## src/rtl/knightrider_trail_pwm.sv

```systemverilog
// ---------------------------------------------------------------------------
// knightrider_trail_pwm
//
// Afterglow PWM stage behind the Knight Rider scanner. Every LED that the
// scanner lights is set to full brightness. Every LED it does not light fades
// by DECAY_STEP on each scanner step, which leaves a fading trail behind the
// moving dot. New brightness levels are collected in a shadow set and only
// become active at a PWM period boundary, so a period is never cut short or
// stretched.
//
// Parameters
//   N_LEDS     number of LED channels (width of leds_in / pwm_o)
//   PWM_BITS   brightness resolution; LVL_MAX = 2**PWM_BITS-1
//   DECAY_STEP level removed from an unlit channel per step (1..LVL_MAX)
//
// Ports
//   clk      in   system clock, rising edge
//   arst     in   synchronous active-high reset, highest priority
//   en       in   block enable; when low, all state holds and outputs go low
//   step     in   one-cycle pulse, scanner advanced; qualifies leds_in
//   leds_in  in   scanner pattern, normally one-hot, sampled with step
//   pwm_o    out  registered PWM drive, one bit per LED
//   frame_o  out  registered one-cycle pulse when a new period starts with
//                 freshly loaded levels
// ---------------------------------------------------------------------------
module knightrider_trail_pwm #(
  parameter int N_LEDS     = 8,
  parameter int PWM_BITS   = 4,
  parameter int DECAY_STEP = 4
) (
  input  logic              clk,
  input  logic              arst,
  input  logic              en,
  input  logic              step,
  input  logic [N_LEDS-1:0] leds_in,
  output logic [N_LEDS-1:0] pwm_o,
  output logic              frame_o
);

  localparam int LVL_MAX = (1 << PWM_BITS) - 1;

  localparam logic [PWM_BITS-1:0] LVL_FULL = PWM_BITS'(LVL_MAX);
  // The counter runs 0..LVL_MAX-1, so one period lasts LVL_MAX cycles and a
  // level of LVL_MAX keeps the output high through the whole period.
  localparam logic [PWM_BITS-1:0] CNT_LAST = PWM_BITS'(LVL_MAX - 1);
  localparam logic [PWM_BITS-1:0] DECAY    = PWM_BITS'(DECAY_STEP);

  // Fade a level by DECAY, clamping at zero. The subtraction is done one bit
  // wider and signed so an underflow shows up as a negative result instead of
  // wrapping back to a bright level.
  function automatic logic [PWM_BITS-1:0] sat_decay(
    input logic [PWM_BITS-1:0] lvl
  );
    logic signed [PWM_BITS:0] diff;
    diff = $signed({1'b0, lvl}) - $signed({1'b0, DECAY});
    if (diff[PWM_BITS]) begin
      return '0;
    end
    return diff[PWM_BITS-1:0];
  endfunction

  // PWM compare: a level L is high while the counter is below L, giving
  // exactly L high cycles out of LVL_MAX.
  function automatic logic pwm_compare(
    input logic [PWM_BITS-1:0] cnt,
    input logic [PWM_BITS-1:0] lvl
  );
    return cnt < lvl;
  endfunction

  // ---- stage p0: period counter, shadow and active level sets ----
  logic [PWM_BITS-1:0] pwm_cnt_p0;
  logic [PWM_BITS-1:0] shadow_lvl_p0 [N_LEDS];
  logic [PWM_BITS-1:0] act_lvl_p0    [N_LEDS];

  logic                period_end_p0;
  logic                step_acc_p0;
  logic [PWM_BITS-1:0] shadow_nxt_p0 [N_LEDS];
  logic [N_LEDS-1:0]   pwm_nxt_p0;

  // ---- stage p1: registered pin drive ----
  logic [N_LEDS-1:0]   pwm_p1;
  logic                frame_p1;

  assign period_end_p0 = en && (pwm_cnt_p0 == CNT_LAST);
  assign step_acc_p0   = en && step;

  // Next shadow levels. leds_in is only looked at when a step is accepted.
  always_comb begin
    for (int i = 0; i < N_LEDS; i++) begin
      shadow_nxt_p0[i] = shadow_lvl_p0[i];
      if (step_acc_p0) begin
        shadow_nxt_p0[i] = leds_in[i] ? LVL_FULL : sat_decay(shadow_lvl_p0[i]);
      end
    end
  end

  // Output bits are built from the current counter and the levels that are
  // active right now; the register below adds the one-cycle delay.
  always_comb begin
    pwm_nxt_p0 = '0;
    for (int i = 0; i < N_LEDS; i++) begin
      pwm_nxt_p0[i] = en & pwm_compare(pwm_cnt_p0, act_lvl_p0[i]);
    end
  end

  always_ff @(posedge clk) begin
    if (arst) begin
      pwm_cnt_p0 <= '0;
      for (int i = 0; i < N_LEDS; i++) begin
        shadow_lvl_p0[i] <= '0;
        act_lvl_p0[i]    <= '0;
      end
      pwm_p1   <= '0;
      frame_p1 <= 1'b0;
    end else begin
      if (en) begin
        pwm_cnt_p0 <= period_end_p0 ? '0 : pwm_cnt_p0 + 1'b1;
      end
      for (int i = 0; i < N_LEDS; i++) begin
        shadow_lvl_p0[i] <= shadow_nxt_p0[i];
        // Loads the shadow value from before this edge, so a step landing on
        // the period end only becomes visible one period later.
        if (period_end_p0) begin
          act_lvl_p0[i] <= shadow_lvl_p0[i];
        end
      end
      // ---- stage p1 ----
      pwm_p1   <= pwm_nxt_p0;
      frame_p1 <= period_end_p0;
    end
  end

  assign pwm_o   = pwm_p1;
  assign frame_o = frame_p1;

endmodule

```

## config.mk

```make
export PLATFORM = sky130hd
export DESIGN_NAME = knightrider_trail_pwm
export DESIGN_NICKNAME = d
export VERILOG_FILES = /design/src/rtl/knightrider_trail_pwm.sv
export SDC_FILE = /design/constraint.sdc
export NUM_CORES = 1
export LEC_CHECK = 0
export CAP_MARGIN = 20
export CORE_AREA = 2 2 75 77
export DETAILED_ROUTE_END_ITERATION = 16
export DIE_AREA = 0 0 77 79
export GPL_TIMING_DRIVEN = 0
export PLACE_DENSITY = 0.8
export SLEW_MARGIN = 15
export SYNTH_ARGS = -nofsm -noshare
export SYNTH_HDL_FRONTEND = slang
export SYNTH_SLANG_ARGS = --single-unit
```

## constraint.sdc

```tcl
create_clock -name clk -period 2.5 [get_ports clk]
set_input_delay 0.375 -clock clk [delete_from_list [all_inputs] [get_ports clk]]
set_output_delay 0.375 -clock clk [all_outputs]
set_load 0.005 [all_outputs]
```

==> results by group <==
Run status
  • Status: finished clean

Final layout
  • Diode count: 0
  • Area growth syn-to-layout: 17.01%
  • Most common cell after layout, fill and taps aside: dfxtp_1
  • Layout cells sized above 1: 0.1178
  • Design area: around 3400 sq um
  • Layout Cells excl Fill: 386
  • Commonest non-fill, non-tap cells in the layout: dfxtp_1 (37), inv_1 (26), ha_1 (26)
  • Nets: around 350
  • Fill cells: approximately 460

Power and ir drop
  • P_leak: 0.001416 uW
  • PwrDens: ~640 nW/um^2
  • VDD IR-drop max: between 400 and 500 uV

Drt
  • Highest routing layer actually used: met4
  • Number of DRC markers in iteration 0: slightly above 90
  • Met2 WL post-DR: 2400 um
  • Pre-antenna DRT Iters: 4
  • Metal-1 WL: ~2400 um
  • WL per Instance: 13.16 um
  • Number of remaining DRC errors: 0
  • Vias per cell: between 5 and 6
  • Met3 Wirelength: about 180 um
  • Via count: between 1500 and 2000
  • WL final: 5081 um
  • Post-DRT Antenna Nets: 0

Synth
  • Post-synthesis mux area share: 0.003463
  • Synth Area in Simple Gates: 0.1870
  • Largest family of logic cells by synthesized area: simple AND/OR/NAND/NOR gates
  • Syn avg cell area: about 10 sq um
  • Syn. warnings: 0
  • Post-Syn Area: 2890 sq um
  • Synth Instances: ~280
  • Synth Area in XOR/XNOR: 0.009091
  • Adder-cell share of the synthesized area: 0.1126
  • Seq/Total Area, Yosys: 0.5056
  • Post-synthesis compound-gate area fraction: 0.1221
  • #FFs+latches synth: about 60
  • Synth cell types: 30
  • Syn nets: around 320

Worst setup path
  • Worst path bufs/invs: 1
  • Max FO, Critical Path: 17
  • Worst path depth: 3
  • CP max stage cell: dfxtp_1
  • CP Cell Sequence: ha_1 > a41o_1 > buf_8
  • Crit path largest cell delay: 670 ps
  • Crit. End Element: register
  • CP top delay family: flip-flops
  • Reg2Reg Depth: 3
  • Arr. time, crit path: ~2100 ps
  • Startpoint types: register
  • Worst Path Required: 2540 ps
  • Crit path kind: register to register

CTS
  • Clock sink count: 61
  • Total CTS buffers: 9
  • Clock Root Buffer: clkbuf_8
  • Resize count post-CTS: 0
  • Worst skew pair latency: roughly 330 ps
  • Cts hold-fix bufs: 0
  • Post-CTS Setup Repair Bufs: 0
  • Clock transition at path regs: 70 ps
  • H-Tree Depth: 3
  • Maximum buffer depth of the clock tree: 2
  • CTS tree: yes

Die
  • Initial Util: 0.5415
  • Die ar.: around 6000 sq um
  • I/O pins: 21
  • Die Span Y: 79 um
  • Die X: 77 um
  • # rows: 27
  • Core area: between 5000 and 6000 sq um

STA
  • Fin Hold WS: 390.2 ps
  • Fin. Hold Viols: 0
  • Crit path time final: 2027 ps
  • Final setup violation count: 0
  • TNS Setup: 0 ps
  • Final period utilization: 0.8107
  • Worst-margin pin slew: approximately 630 ps
  • Unrepaired setup endpoints after global routing: false
  • Final WS setup: 473.2 ps
  • Clock Skew: ~3.8 ps
  • Rel. slew slack: 0.5775
  • FMAX: 493.4 MHz
  • Max Slew Vio Count: 0

Place
  • Dpl cells: around 370
  • Dpl ws: between 150 and 200 ps
  • Placed Area: about 3200 sq um
  • # port buffers: 19
  • GP Congestion: between 0.7 and 0.8
  • HPWL Detailed: between 3000 and 4000 um

Min path
  • Worst min path class: input pin to register
  • Hold path cells: 3

Global route
  • Grt ovf: 0
  • All-Layer GR Usage: 0.1812
  • Pin count of the biggest net entering global routing: 28
  • Initial antenna violation count: 0
  • Vias in the first global route: ~1900
  • First-pass GRT wire length: between 8000 and 9000 um

Run
  • Max-cap violations: 0
==> final cells by class <==
type                            instances  area [sq um]  area share
Inverter                               26         97.59     0.02886
Multi-Input combinational cell        180          1255      0.3711
Timing Repair Buffer                   20         205.2     0.06067
Sequential cell                        61          1461      0.4321
Buffer                                 11         76.32     0.02257
Tap cell                               72         90.09     0.02664
Clock buffer                           13         178.9     0.05290
Clock inverter                          3         17.52    0.005179
==> sequential cells by signal (all words and copies together), names as in the netlist <==
register / count
act_lvl_p0: 24
frame_o: 1
pwm_cnt_p0: 4
pwm_o: 8
shadow_lvl_p0: 24
==> path summary, 6_finish.rpt <==
check / startpoint / to / slack [ps]
worst max-delay path: pwm_cnt_p0[1] / act_lvl_p0[1][13] / 470
worst min-delay path: en / pwm_cnt_p0[0] / 390
worst max register to register: pwm_cnt_p0[1] / act_lvl_p0[1][13] / 470
worst min register to register: shadow_lvl_p0[0][12] / shadow_lvl_p0[0][12] / 470
==> report_power, final <==
part / switching, uW / internal [uW] / leakage, uW / total, uW
registers: 34.7 / 1080 / 0.000552 / 1120
logic: 104 / 103 / 0.000763 / 207
clock network: 371 / 465 / 0.000101 / 835
total: 510 / 1650 / 0.00142 / 2160
==> kinds of logic after synthesis <==
kind of cell / count (synthesis)
and+or+nand+nor: 93
AOI/OAI and AO/OA: 57
adders and majority gates: 26
DFF: 61
muxes: 1
buffers and inverters: 37
xor gates and xnor gates: 3
==> worst reg2reg max path, delay by kind of cell, from the launching register on <==
family | cells | cell delay [ps]
compound gates | 1 | 510
fa+ha+maj | 1 | 320
buf+inv | 1 | 240
flops | 1 | 670
==> cells in the mapped netlist, drive strengths merged <==
cell | number | share of area
mux2i | 1 | 0.0035
nor2 | 22 | 0.034
o32ai | 1 | 0.0030
inv | 26 | 0.034
a211oi | 8 | 0.021
a41o | 1 | 0.0035
a31oi | 1 | 0.0022
o21a | 8 | 0.021
buf | 9 | 0.024
nand3 | 1 | 0.0035
nand4 | 1 | 0.0022
nand2b | 9 | 0.019
o21ai | 16 | 0.028
and2 | 19 | 0.041
nor2b | 13 | 0.028
a21oi | 15 | 0.026
dfxtp | 37 | 0.26
nor3 | 17 | 0.043
xnor2 | 1 | 0.0030
clkbuf | 2 | 0.0026
xor2 | 2 | 0.0061
nand2 | 11 | 0.015
edfxtp | 24 | 0.25
o31ai | 7 | 0.018
ha | 26 | 0.11
==> per-layer routing <==
| layer | GRT usage | vias up |
|---|---|---|
| met2 | 0.3105 | 48 |
| met3 | 0.02386 | 10 |
| met4 | 0.1054 | 0 |
| met1 | 0.2207 | 901 |
| met5 | 0 | - |
| li1 | - | 1024 |
==> stage by stage <==
stage | power, uW | util
finish | 2158 | 0.6336
global route | 2240 | 0.6336
CTS | 2174 | 0.6308
detailed placement | 1342 | 0.5940
global placement | 1331 | 0.5940
floorplan | 1262 | -
No activity file was read; power rests on OpenSTA's default activity.
